**config.mk**
```make
export PLATFORM = sky130hd
export DESIGN_NAME = inta_sequencer
export DESIGN_NICKNAME = d
export VERILOG_FILES = /design/src/rtl/inta_sequencer.sv
export SDC_FILE = /design/constraint.sdc
export NUM_CORES = 1
export LEC_CHECK = 0
export CAP_MARGIN = 0
export CORE_ASPECT_RATIO = 0.9
export CORE_MARGIN = 8
export CORE_UTILIZATION = 50
export CTS_CLUSTER_DIAMETER = 50
export CTS_CLUSTER_SIZE = 8
export DETAILED_ROUTE_END_ITERATION = 10
export DONT_BUFFER_PORTS = 1
export PLACE_DENSITY = 0.68
export SLEW_MARGIN = 0
export SYNTH_ARGS = -nofsm -noshare
export SYNTH_HDL_FRONTEND = slang
export SYNTH_SLANG_ARGS = --single-unit
export TNS_END_PERCENT = 30
```
**constraint.sdc**
```tcl
create_clock -name clk -period 1.67 [get_ports clk]
set_clock_uncertainty 0.15 [all_clocks]
set_input_delay 0.334 -clock clk [delete_from_list [all_inputs] [get_ports clk]]
set_output_delay 0.334 -clock clk [all_outputs]
set_load 0.01 [all_outputs]
```
**src/rtl/inta_sequencer.sv**
```systemverilog
// Sequences the two-pulse 8259 INTA cycle: synchronizes inta_n, strobes the
// phases for the resolver, and drives the vector, cascade and AEOI controls.
module inta_sequencer #(
  parameter int SYNC_STAGES = 2,
  parameter int GAP_TIMEOUT = 255,
  parameter int TW          = 8
) (
  input  logic       clk,
  input  logic       rst_n,
  input  logic       inta_n,
  input  logic       init_done,
  input  logic       sngl,
  input  logic       sp_en,
  input  logic [7:0] icw3,
  input  logic       aeoi,
  input  logic [2:0] cas_in,
  input  logic       int_pending,
  input  logic [2:0] grant_idx,
  input  logic [4:0] vector_base,
  output logic       ack1_start,
  output logic       ack1_end,
  output logic       ack2_start,
  output logic       ack2_end,
  output logic       aeoi_clr,
  output logic [2:0] idx_q,
  output logic [7:0] data_out,
  output logic       data_oe,
  output logic [2:0] cas_out,
  output logic       cas_oe,
  output logic       spurious,
  output logic       abort,
  output logic       busy
);

  localparam logic [1:0] IDLE = 2'd0;
  localparam logic [1:0] ACK1 = 2'd1;
  localparam logic [1:0] GAP  = 2'd2;
  localparam logic [1:0] ACK2 = 2'd3;

  logic [1:0]             state;
  logic [SYNC_STAGES-1:0] sync_q;
  logic                   edge_q;
  logic [TW-1:0]          gap_cnt;
  logic                   slave_match_q;

  logic inta_s, fall, rise;
  logic cas_match, master_casc, vec_sel, resp_ack2, resp_q;

  always_ff @(posedge clk or negedge rst_n) begin
    if (!rst_n) begin
      sync_q <= '1;
      edge_q <= 1'b1;
    end else begin
      sync_q <= {sync_q[SYNC_STAGES-2:0], inta_n};
      edge_q <= sync_q[SYNC_STAGES-1];
    end
  end

  always_comb begin
    inta_s      = sync_q[SYNC_STAGES-1];
    fall        = edge_q & ~inta_s;
    rise        = ~edge_q & inta_s;
    cas_match   = (cas_in == icw3[2:0]);
    master_casc = ~sngl & sp_en & icw3[idx_q];
    // Master supplies the vector only when the serviced IR has no slave behind it
    vec_sel     = sngl | ~sp_en | ~icw3[idx_q];
    resp_ack2   = sngl | sp_en | cas_match;
    resp_q      = sngl | sp_en | slave_match_q;
  end

  assign busy = (state != IDLE);

  always_ff @(posedge clk or negedge rst_n) begin
    if (!rst_n) begin
      state         <= IDLE;
      ack1_start    <= 1'b0;
      ack1_end      <= 1'b0;
      ack2_start    <= 1'b0;
      ack2_end      <= 1'b0;
      aeoi_clr      <= 1'b0;
      abort         <= 1'b0;
      idx_q         <= '0;
      data_out      <= '0;
      data_oe       <= 1'b0;
      cas_out       <= '0;
      cas_oe        <= 1'b0;
      spurious      <= 1'b0;
      gap_cnt       <= '0;
      slave_match_q <= 1'b0;
    end else begin
      ack1_start <= 1'b0;
      ack1_end   <= 1'b0;
      ack2_start <= 1'b0;
      ack2_end   <= 1'b0;
      aeoi_clr   <= 1'b0;
      abort      <= 1'b0;
      data_out   <= {vector_base, idx_q};
      if (!init_done) begin
        state   <= IDLE;
        data_oe <= 1'b0;
        cas_oe  <= 1'b0;
        cas_out <= '0;
      end else begin
        case (state)
          IDLE: begin
            data_oe <= 1'b0;
            cas_oe  <= 1'b0;
            cas_out <= '0;
            if (fall) begin
              state      <= ACK1;
              ack1_start <= 1'b1;
              spurious   <= 1'b0;
            end
          end
          ACK1: begin
            if (rise) begin
              ack1_end <= 1'b1;
              gap_cnt  <= '0;
              state    <= GAP;
              if (int_pending) begin
                idx_q <= grant_idx;
              end else begin
                idx_q    <= 3'd7;
                spurious <= 1'b1;
              end
            end
          end
          GAP: begin
            cas_oe  <= master_casc;
            cas_out <= master_casc ? idx_q : 3'd0;
            if (fall) begin
              state         <= ACK2;
              ack2_start    <= 1'b1;
              slave_match_q <= cas_match;
              data_oe       <= resp_ack2 & vec_sel;
            end else if (gap_cnt == TW'(GAP_TIMEOUT)) begin
              abort   <= 1'b1;
              state   <= IDLE;
              cas_oe  <= 1'b0;
              cas_out <= '0;
            end else begin
              gap_cnt <= gap_cnt + 1'b1;
            end
          end
          ACK2: begin
            // cas_oe is left up so it covers the ack2_end cycle; IDLE drops it
            if (rise) begin
              ack2_end <= 1'b1;
              aeoi_clr <= aeoi & resp_q & ~spurious;
              data_oe  <= 1'b0;
              state    <= IDLE;
            end
          end
          default: state <= IDLE;
        endcase
      end
    end
  end

endmodule

```
# Word level (Yosys, flattened, before mapping)
# Index checks and enable logic that the tools add are counted.
# word_totals
out_inout_bits	24
register_bits	37
inputBits	27
wordCells	112
# classes
add_sub_neg	1
n_eq_ne	17
magnitude_cmp	1
n_mux	48
n_bitwise	18
reduce_logical	10
# op_table
operator	count
2-to-1 mux 1 bit	27
2-to-1 mux 8 bit	3
one-hot mux 8 bit (2 select lines)	1
2-to-1 mux 3 bit	5
2-to-1 mux 2 bit	6
!= test 3 bit, second input constant	4
!= test 2 bit, second input constant	5
AND reduction 5 bit	2
AND reduction 3 bit	3
adder 8 x 1 -> 8 bit, second input constant	1
equality test 8 bit, second input constant	1
one-hot mux 2 bit (4 select lines)	1
AND 1 bit	7
NOT 1 bit	6
one-hot mux 3 bit (2 select lines)	1
nonzero test 2 bit	3
bitwise OR 1 bit	5
equality test 2 bit, second input constant	2
< comparator 3 x 4 -> 1 bit, second input constant	1
!= test 4 x 1 -> 1 bit, second input constant	1
!= test 4 bit, second input constant	1
one-hot mux 1 bit (2 select lines)	2
AND reduction 4 bit	1
binary-select mux 1 bit (select 3 bit)	1
5 further kinds	5

# Longest topological paths before layout
# Gate-level depths: netlist of the first run.
# logic_depth
depth_word	8
depth_mapped	6
depth_no_buf	5

# Least setup slack after synthesis of the first run
# Ideal clock, no wire load.
# synth_path
path_kind	flip-flop to flip-flop
start	reg idx_q[0]
end	reg cas_out[0]
path_stages_with_launch	5
arrival_time_ns	1.531
setup_slack_ns	-0.133
period_less_slack_ns	1.803
n_path_buf	1
setup_time_ns	0.122
required_ns	1.398
cell_sequence	dfrtp_1 > buf_6 > mux4_2 > o2111a_2 > a32o_1
# synth_via
elab_chain_len	8
# synth_lines
element	line	text
from (decl)	25	output logic [2:0] idx_q,
from (signal assigned)	121	idx_q <= grant_idx;
binary-select mux 1 bit (select 3 bit)	64	master_casc = ~sngl & sp_en & icw3[idx_q];
2-to-1 mux 1 bit (not written as such)	64	
AND 1 bit	64	
2-to-1 mux 3 bit (*)	130	cas_out <= master_casc ? idx_q : 3'd0;
2-to-1 mux 3 bit	136	end else if (gap_cnt == TW'(GAP_TIMEOUT)) begin
2-to-1 mux 3 bit (*)	131	if (fall) begin
one-hot mux 3 bit (2 select lines) (*)	104	case (state)
2-to-1 mux 3 bit (*)	98	if (!init_done) begin
to (signal assigned)	130	
to (decl)	28	output logic [2:0] cas_out,
# Every way passes the cells marked *; elsewhere a longest branch is shown, timed or not. The select of a mux whose other input is x is not followed.
# A chain may end at the register's enable or synchronous reset.

# Final worst setup path of the first run
# layout_path
start	reg gap_cnt[0]
end	reg cas_out[1]
# layout_via
elab_chain_len	5
# layout_lines
element	line	text
from (decl)	43	logic [TW-1:0] gap_cnt;
from (signal assigned)	142	gap_cnt <= gap_cnt + 1'b1;
equality test 8 bit	136	
2-to-1 mux 3 bit	136	
2-to-1 mux 3 bit	131	
one-hot mux 3 bit (2 select lines)	104	
2-to-1 mux 3 bit	98	
# No other way between the ends.

==> results by group, run 1 <==
Outcome
  • Outcome: finished with violations
  • Violated checks: setup timing

Final layout
  • Design area: 0.00201 mm2
  • Layout cells sized above 1: 0.305
  • Area growth syn-to-layout: 28.4%
  • Number of diodes: 0
  • Util after Layout: 0.667
  • Final #Nets: 202

Global routing
  • Largest net degree at the start of global routing: 38
  • Grt ovf: 0
  • Initial antenna violation count: 0
  • Tot GR Track Use: 0.153
  • Vias in the first global route: 1279
  • Global-route wire length before repair: 6120 um

STA
  • Final worst setup slack: -0.0461 ns
  • Final period util: 1.03
  • Post-layout min period: 1.72 ns
  • Setup-failing EPs final: 5
  • Fin. Hold Viols: 0
  • Final slew viol count: 0
  • Achievable frequency: 583 MHz
  • Actual slew at the worst max-slew pin: 0.401 ns
  • RSZ-0062 raised after global routing: yes
  • Post-Route Setup TNS: -0.136 ns
  • Rel. slew slack: 0.732

Yosys
  • Seq/Total Area, Yosys: 0.593
  • Post-synth EDFFs: 0
  • Cell Area, Synth: 0.00157 mm2
  • #FFs+latches synth: 37
  • Yosys cell types: 40
  • Mapped Cells: 139
  • Ranking of synthesized cells by area: dfrtp_1, dfstp_2, mux2i_1
  • Ys async rst share: 1.00
  • Leading area contributor after synthesis: dfrtp_1
  • Area share of the largest cell type after synthesis: 0.542
  • Most used DFF post-synth: dfrtp_1
  • Mapped Nets: 167
  • YS warnings: 0
  • Syn Area/Cell: 11.3 um2

Power
  • Total net switching power: 0.458 mW
  • Clock power share: 0.276
  • Power Internal: 1.26 mW
  • Combinational fraction of design power: 0.135
  • Max IR drop VDD: 0.531 mV
  • Flop pwr share: 0.589
  • Leakage: 0.890 nW
  • PwrDens: 854 mW/mm2
  • Switching fraction of total power: 0.266

Clock network
  • # clock sinks: 37
  • CTS root buf: clkbuf_4
  • CTS tree: yes
  • H-tree depth: 2
  • Worst-skew pair later-pin latency: 0.33 ns
  • Clock slew seen by the registers of the worst setup and hold paths: 0.10 ns
  • Maximum clock path buffer count: 2
  • CTS buffer count: 5

Die
  • Die ar.: 0.00519 mm2
  • Site Rows: 19
  • Initial core utilization: 0.520
  • Core box area: 0.00302 mm2
  • Chip Width: 75.1 um
  • Die Ht: 69.1 um
  • IO Pins: 51

Route
  • DRT iter0 DRCs: 62
  • Post-Route WL: 3960 um
  • Via count: 1206
  • Post-route ant nets: 0
  • Wire length per cell: 18.3 um
  • DRT Pass-1 Iters: 4
  • Post-route DRC: 0
  • Vias per cell: 5.58

Place
  • GP Congestion: 0.847
  • Dpl ws: -0.0787 ns
  • Placed Area: 0.00172 mm2
  • Hpwl dp: 2780 um
  • Port Buffer Count: 0

Worst hold path
  • Hold Path Class: in -> reg

Setup path
  • Critical path class: reg -> reg
  • Worst Path Required: 1.75 ns
  • CP peak stage delay: 0.37 ns
  • Worst-path maximum fanout: 4
  • Crit-path cells: ha_2 > nand4_1 > or2_4 > o21a_4 > a32o_1
  • Data arrival, critical path: 1.80 ns
  • Critical-path top delay cell: dfrtp_1
  • CP Capture Type: flop
  • Kind of start point of the critical path: flop

Job
  • Max-Cap Viols: 0
[layer usage]
metal  up-vias  part of all wire  track usage
li1        562                 -            -
met1       599              0.38        0.162
met2        38              0.50        0.251
met3         7             0.093       0.0607
met4         0             0.022       0.0739
met5         -                 0            0
[cells in the mapped netlist (all sizes together), types with 2 or more instances]
master	number
dfrtp	34
nand2	15
nor2	9
inv	7
nor3	7
o21ai	7
mux2i	6
nand3	6
a21oi	4
nor2b	4
xor2	4
dfstp	3
o41ai	3
a22o	2
a32o	2
and3	2
and3b	2
buf	2
nand2b	2
[cell usage in the layout (no fill, tap or decap), types with 5 or more instances in the layout]
master,count
buf_4,19
clkbuf_4,5
dfrtp_1,34
dlygate4sd3_1,11
inv_1,7
mux2i_1,6
nand2_1,14
nand3_1,5
nor2_1,7
o21ai_0,7
[cells by family after synthesis]
group / share of synthesized area
AO/OA/AOI/OAI: 0.108
XOR/XNOR: 0.0223
adder cells (fa/ha/maj): 0.00797
buffers and inverters: 0.0319
flip-flops: 0.593
multiplexers: 0.0598
AND/OR/NAND/NOR: 0.177
[registers in the layout, indices dropped and copies added (netlist names), 2 cells and up]
register,flops
cas_out,3
data_out,8
gap_cnt,8
idx_q,3
state,2
sync_q,2
[critical path, delay by kind of cell, from the launching register on]
family	cells	cell delay, ns
simple gates	2	0.48
fa+ha+maj	1	0.18
flops	1	0.37
compound gates	2	0.44
[path summary, 6_finish.rpt]
kind                            slack (ns)                endpoint                    from  cells after the start
worst max-delay path                 -0.05  cas_out[1]$_DFFE_PN0P_  gap_cnt[0]$_DFFE_PN0P_                      5
worst min-delay path                  0.02    idx_q[2]$_DFFE_PN0P_            grant_idx[2]                      2
worst max register to register       -0.05  cas_out[1]$_DFFE_PN0P_  gap_cnt[0]$_DFFE_PN0P_                      5
worst min register to register        0.21     sync_q[1]$_DFF_PN1_     sync_q[0]$_DFF_PN1_                      0
max in group asynchronous             0.83     sync_q[1]$_DFF_PN1_                   rst_n                      2
min in group asynchronous             0.30      aeoi_clr$_DFF_PN0_                   rst_n                      2
[metrics by stage]
| stage | hold WS (ns) | std cells | total power, mW |
|---|---|---|---|
| CTS | 0.00293 | 215 | 1.73 |
| floorplan | -0.112 | 139 | 1.15 |
| global placement | -0.111 | 194 | 1.21 |
| detailed placement | -0.110 | 194 | 1.21 |
| global route | 0.0162 | 216 | 1.80 |
| finish | 0.0204 | 216 | 1.72 |
[power by group through the flow]
stage | sequential, mW | combinational (mW) | clock, mW
5_1_grt | 1.02 | 0.259 | 0.519
4_1_cts | 1.01 | 0.232 | 0.482
3_3_place_gp | 1.03 | 0.177 | 0
2_1_floorplan | 1.03 | 0.119 | 0
6_report | 1.01 | 0.232 | 0.475
3_5_place_dp | 1.03 | 0.183 | 0
[final cells by class]
class,instances,area [um2]
fillers,228,1000
flip-flops and latches,37,930
multi-input cells,91,672
repair buffers,31,273
clock buffers,7,55.1
well taps,42,52.6
inverters,8,32.5
[what timing repair did]
action	4_1_cts	5_1_grt
pin swaps	4	6
hold endpoints to repair	48	0
setup buffers	2	1
resized for setup	6	14
hold buffers	12	0
setup endpoints to repair	10	15
(Power assumes the default switching activity.)
==> run 2, diff against run 1 <==
--- a/config.mk
+++ b/config.mk
@@ -13,6 +13,7 @@
 export CTS_CLUSTER_SIZE = 8
 export DETAILED_ROUTE_END_ITERATION = 10
 export DONT_BUFFER_PORTS = 1
+export MAX_ROUTING_LAYER = met4
 export PLACE_DENSITY = 0.68
 export SLEW_MARGIN = 0
 export SYNTH_ARGS = -nofsm -noshare
==> run 2 against run 1 <==
Against the previous run: the run still ends with setup timing left; count of clock-buffer cells in the layout unchanged; via count is 0.33% lower; clock power about the same; core utilization is the same; routed wire length decreased by 0.20%; sequential share of layout area stayed put; critical path type unchanged; largest cell class unchanged; largest power group unchanged.
==> results by group, run 2 (synthesized netlist as in run 1, its figures left out) <==
STA
  • Final worst setup slack: -0.0443 ns (+0.00173 ns)
  • Worst Hold Margin: 0.0191 ns (-0.00129 ns)
  • Setup-failing EPs final: 5 (unchanged)
  • RSZ-0062 raised after global routing: yes
  • Actual slew at the worst max-slew pin: 0.395 ns (-0.00552 ns)
  • Rel. slew slack: 0.736 (+0.00369)
  • Final slew viol count: 0 (unchanged)
  • Fin. Hold Viols: 0 (unchanged)
  • Final period util: 1.03 (-0.00104)
  • Post-Route Setup TNS: -0.124 ns (+0.0119 ns)
  • Achievable frequency: 583 MHz (+0.10%)
  • Post-layout min period: 1.71 ns (-0.00173 ns)

Die
  • Die ar.: 0.00519 mm2 (unchanged)
  • Site Rows: 19 (unchanged)
  • Core box area: 0.00302 mm2 (unchanged)
  • IO Pins: 51 (unchanged)
  • Chip Width: 75.1 um (unchanged)
  • Initial core utilization: 0.520 (unchanged)
  • Die Ht: 69.1 um (unchanged)

Setup path
  • Critical path class: reg -> reg
  • Worst Reg2Reg Path Length in Cells: 5 (unchanged)
  • CP Capture Type: flop
  • Worst Path Required: 1.76 ns (about the same)
  • Data arrival, critical path: 1.80 ns (about the same)
  • Worst R2R End: cas_out[1]$_DFFE_PN0P_
  • Critical-path top delay cell: dfrtp_1
  • Kind of start point of the critical path: flop
  • CP peak stage delay: 0.37 ns (about the same)
  • Crit-path cells: ha_2 > nand4_1 > or2_4 > o21a_4 > a32o_1
  • R2R setup slack: -0.04 ns (about the same)
  • Worst r2r src: gap_cnt[0]$_DFFE_PN0P_
  • Worst-path maximum fanout: 4 (unchanged)
  • Crit path from: gap_cnt[0]$_DFFE_PN0P_

Global routing
  • Initial antenna violation count: 0 (unchanged)
  • Tot GR Track Use: 0.157 (+0.00412)
  • Global-route wire length before repair: 6130 um (+0.23%)
  • Grt ovf: 0 (unchanged)
  • Vias in the first global route: 1275 (-0.31%)
  • Largest net degree at the start of global routing: 38 (unchanged)

Place
  • Hpwl dp: 2780 um (unchanged)
  • Dpl ws: -0.0787 ns (unchanged)
  • GP Congestion: 0.861 (+1.6%)
  • Port Buffer Count: 0 (unchanged)

Clock network
  • Clock slew seen by the registers of the worst setup and hold paths: 0.10 ns (about the same)
  • CTS tree: yes
  • CTS buffer count: 5 (unchanged)
  • Worst-skew pair later-pin latency: 0.34 ns (about the same)
  • Maximum clock path buffer count: 2 (unchanged)
  • CTS root buf: clkbuf_4
  • H-tree depth: 2 (unchanged)
  • # clock sinks: 37 (unchanged)

Final layout
  • Multi-input gate area: 672 um2 (unchanged)
  • Most frequent cells in the layout: dfrtp_1, buf_4, nand2_1, dlygate4sd3_1
  • Number of diodes: 0 (unchanged)
  • Layout cells sized above 1: 0.305 (unchanged)
  • Filler cell count: 228 (unchanged)
  • Register area: 930 um2 (unchanged)
  • Area growth syn-to-layout: 28.4% (unchanged)
  • Largest regs: data_out (8), gap_cnt (8)
  • Final #Nets: 202 (unchanged)
  • Most common cell after layout, fill and taps aside: dfrtp_1

Power
  • Max IR drop VDD: 0.531 mV (about the same)
  • PwrDens: 854 mW/mm2 (about the same)
  • Leakage: 0.890 nW (unchanged)

Route
  • Post-route ant nets: 0 (unchanged)
  • DRT iter0 DRCs: 49 (-21%)
  • Via count: 1202 (-0.33%)
  • Wire length per cell: 18.3 um (-0.20%)
  • DRT Pass-1 Iters: 4 (unchanged)
  • Post-Route WL: 3960 um (-0.20%)
  • Vias per cell: 5.56 (-0.33%)
  • Post-route DRC: 0 (unchanged)

Outcome
  • Outcome: finished with violations
  • Violated checks: setup timing

Worst hold path
  • Worst hold stages: 2 (unchanged)
  • Sink of the worst hold path: ack2_end$_DFF_PN0_
  • Hold_sp: init_done
  • Hold Path Class: in -> reg

Job
  • Max-Cap Viols: 0 (unchanged)
==> run 2: cell counts in the layout (fill, tap and decap cells not counted) <==
No cell type changed its count.
==> run 2: area by class of cell <==
cell class | count | area share
sequential | 37 | 0.461
multi-input combinational | 91 | 0.334
timing repair buffer | 31 | 0.135
clock buffer | 7 | 0.0273
tap | 42 | 0.0261
inverter | 8 | 0.0161
==> run 2: how the worst max path moves through the flow <==
stage / to / slack (ns)
after floorplan: cas_out[0]$_DFFE_PN0P_ / -0.13
after global placement: cas_out[1]$_DFFE_PN0P_ / -0.01
after detailed placement: cas_out[1]$_DFFE_PN0P_ / -0.08
after global routing: cas_out[1]$_DFFE_PN0P_ / -0.1
after CTS: cas_out[0]$_DFFE_PN0P_ / -0.05
final: cas_out[1]$_DFFE_PN0P_ / -0.04
==> run 2: stage by stage <==
stage          cells   util  cell area, um2  total power [mW]
6_report         216  0.667            2010              1.72
5_1_grt          216  0.667            2010              1.80
4_1_cts          215  0.645            1950              1.73
3_5_place_dp     194  0.570            1720              1.21
3_3_place_gp     194  0.570            1720              1.21
2_1_floorplan    139      -            1570              1.15
==> run 2: layer usage <==
metal | GRT usage | routed length [um] | share of wire | vias up
met5 | - | 0 | 0 | -
met4 | 0.0739 | 85 | 0.021 | 0
met3 | 0.0607 | 365 | 0.092 | 7
met2 | 0.251 | 2000 | 0.51 | 38
met1 | 0.162 | 1500 | 0.38 | 596
li1 | - | - | - | 561
==> run 2: timing repair <==
item | 4_1_cts | 5_1_grt
endpoints found under the setup margin | 10 | 15
hold buffers | 12 | 0
gates resized for setup | 6 | 14
endpoints found under the hold margin | 48 | 0
pin swaps | 4 | 6
buffers inserted | 2 | 1
==> run 2: worst max-delay path, delay by kind of cell, from the launching register on <==
family | cells | cell delay [ns]
AND/OR/NAND/NOR | 2 | 0.48
AO/OA/AOI/OAI | 2 | 0.44
flip-flops | 1 | 0.37
adder cells (fa/ha/maj) | 1 | 0.18
==> run 2: power by group <==
group,switching (mW),total (mW),internal [mW]
registers,0.0555,1.01,0.956
logic,0.125,0.232,0.107
clock network,0.277,0.476,0.199
total,0.458,1.72,1.26
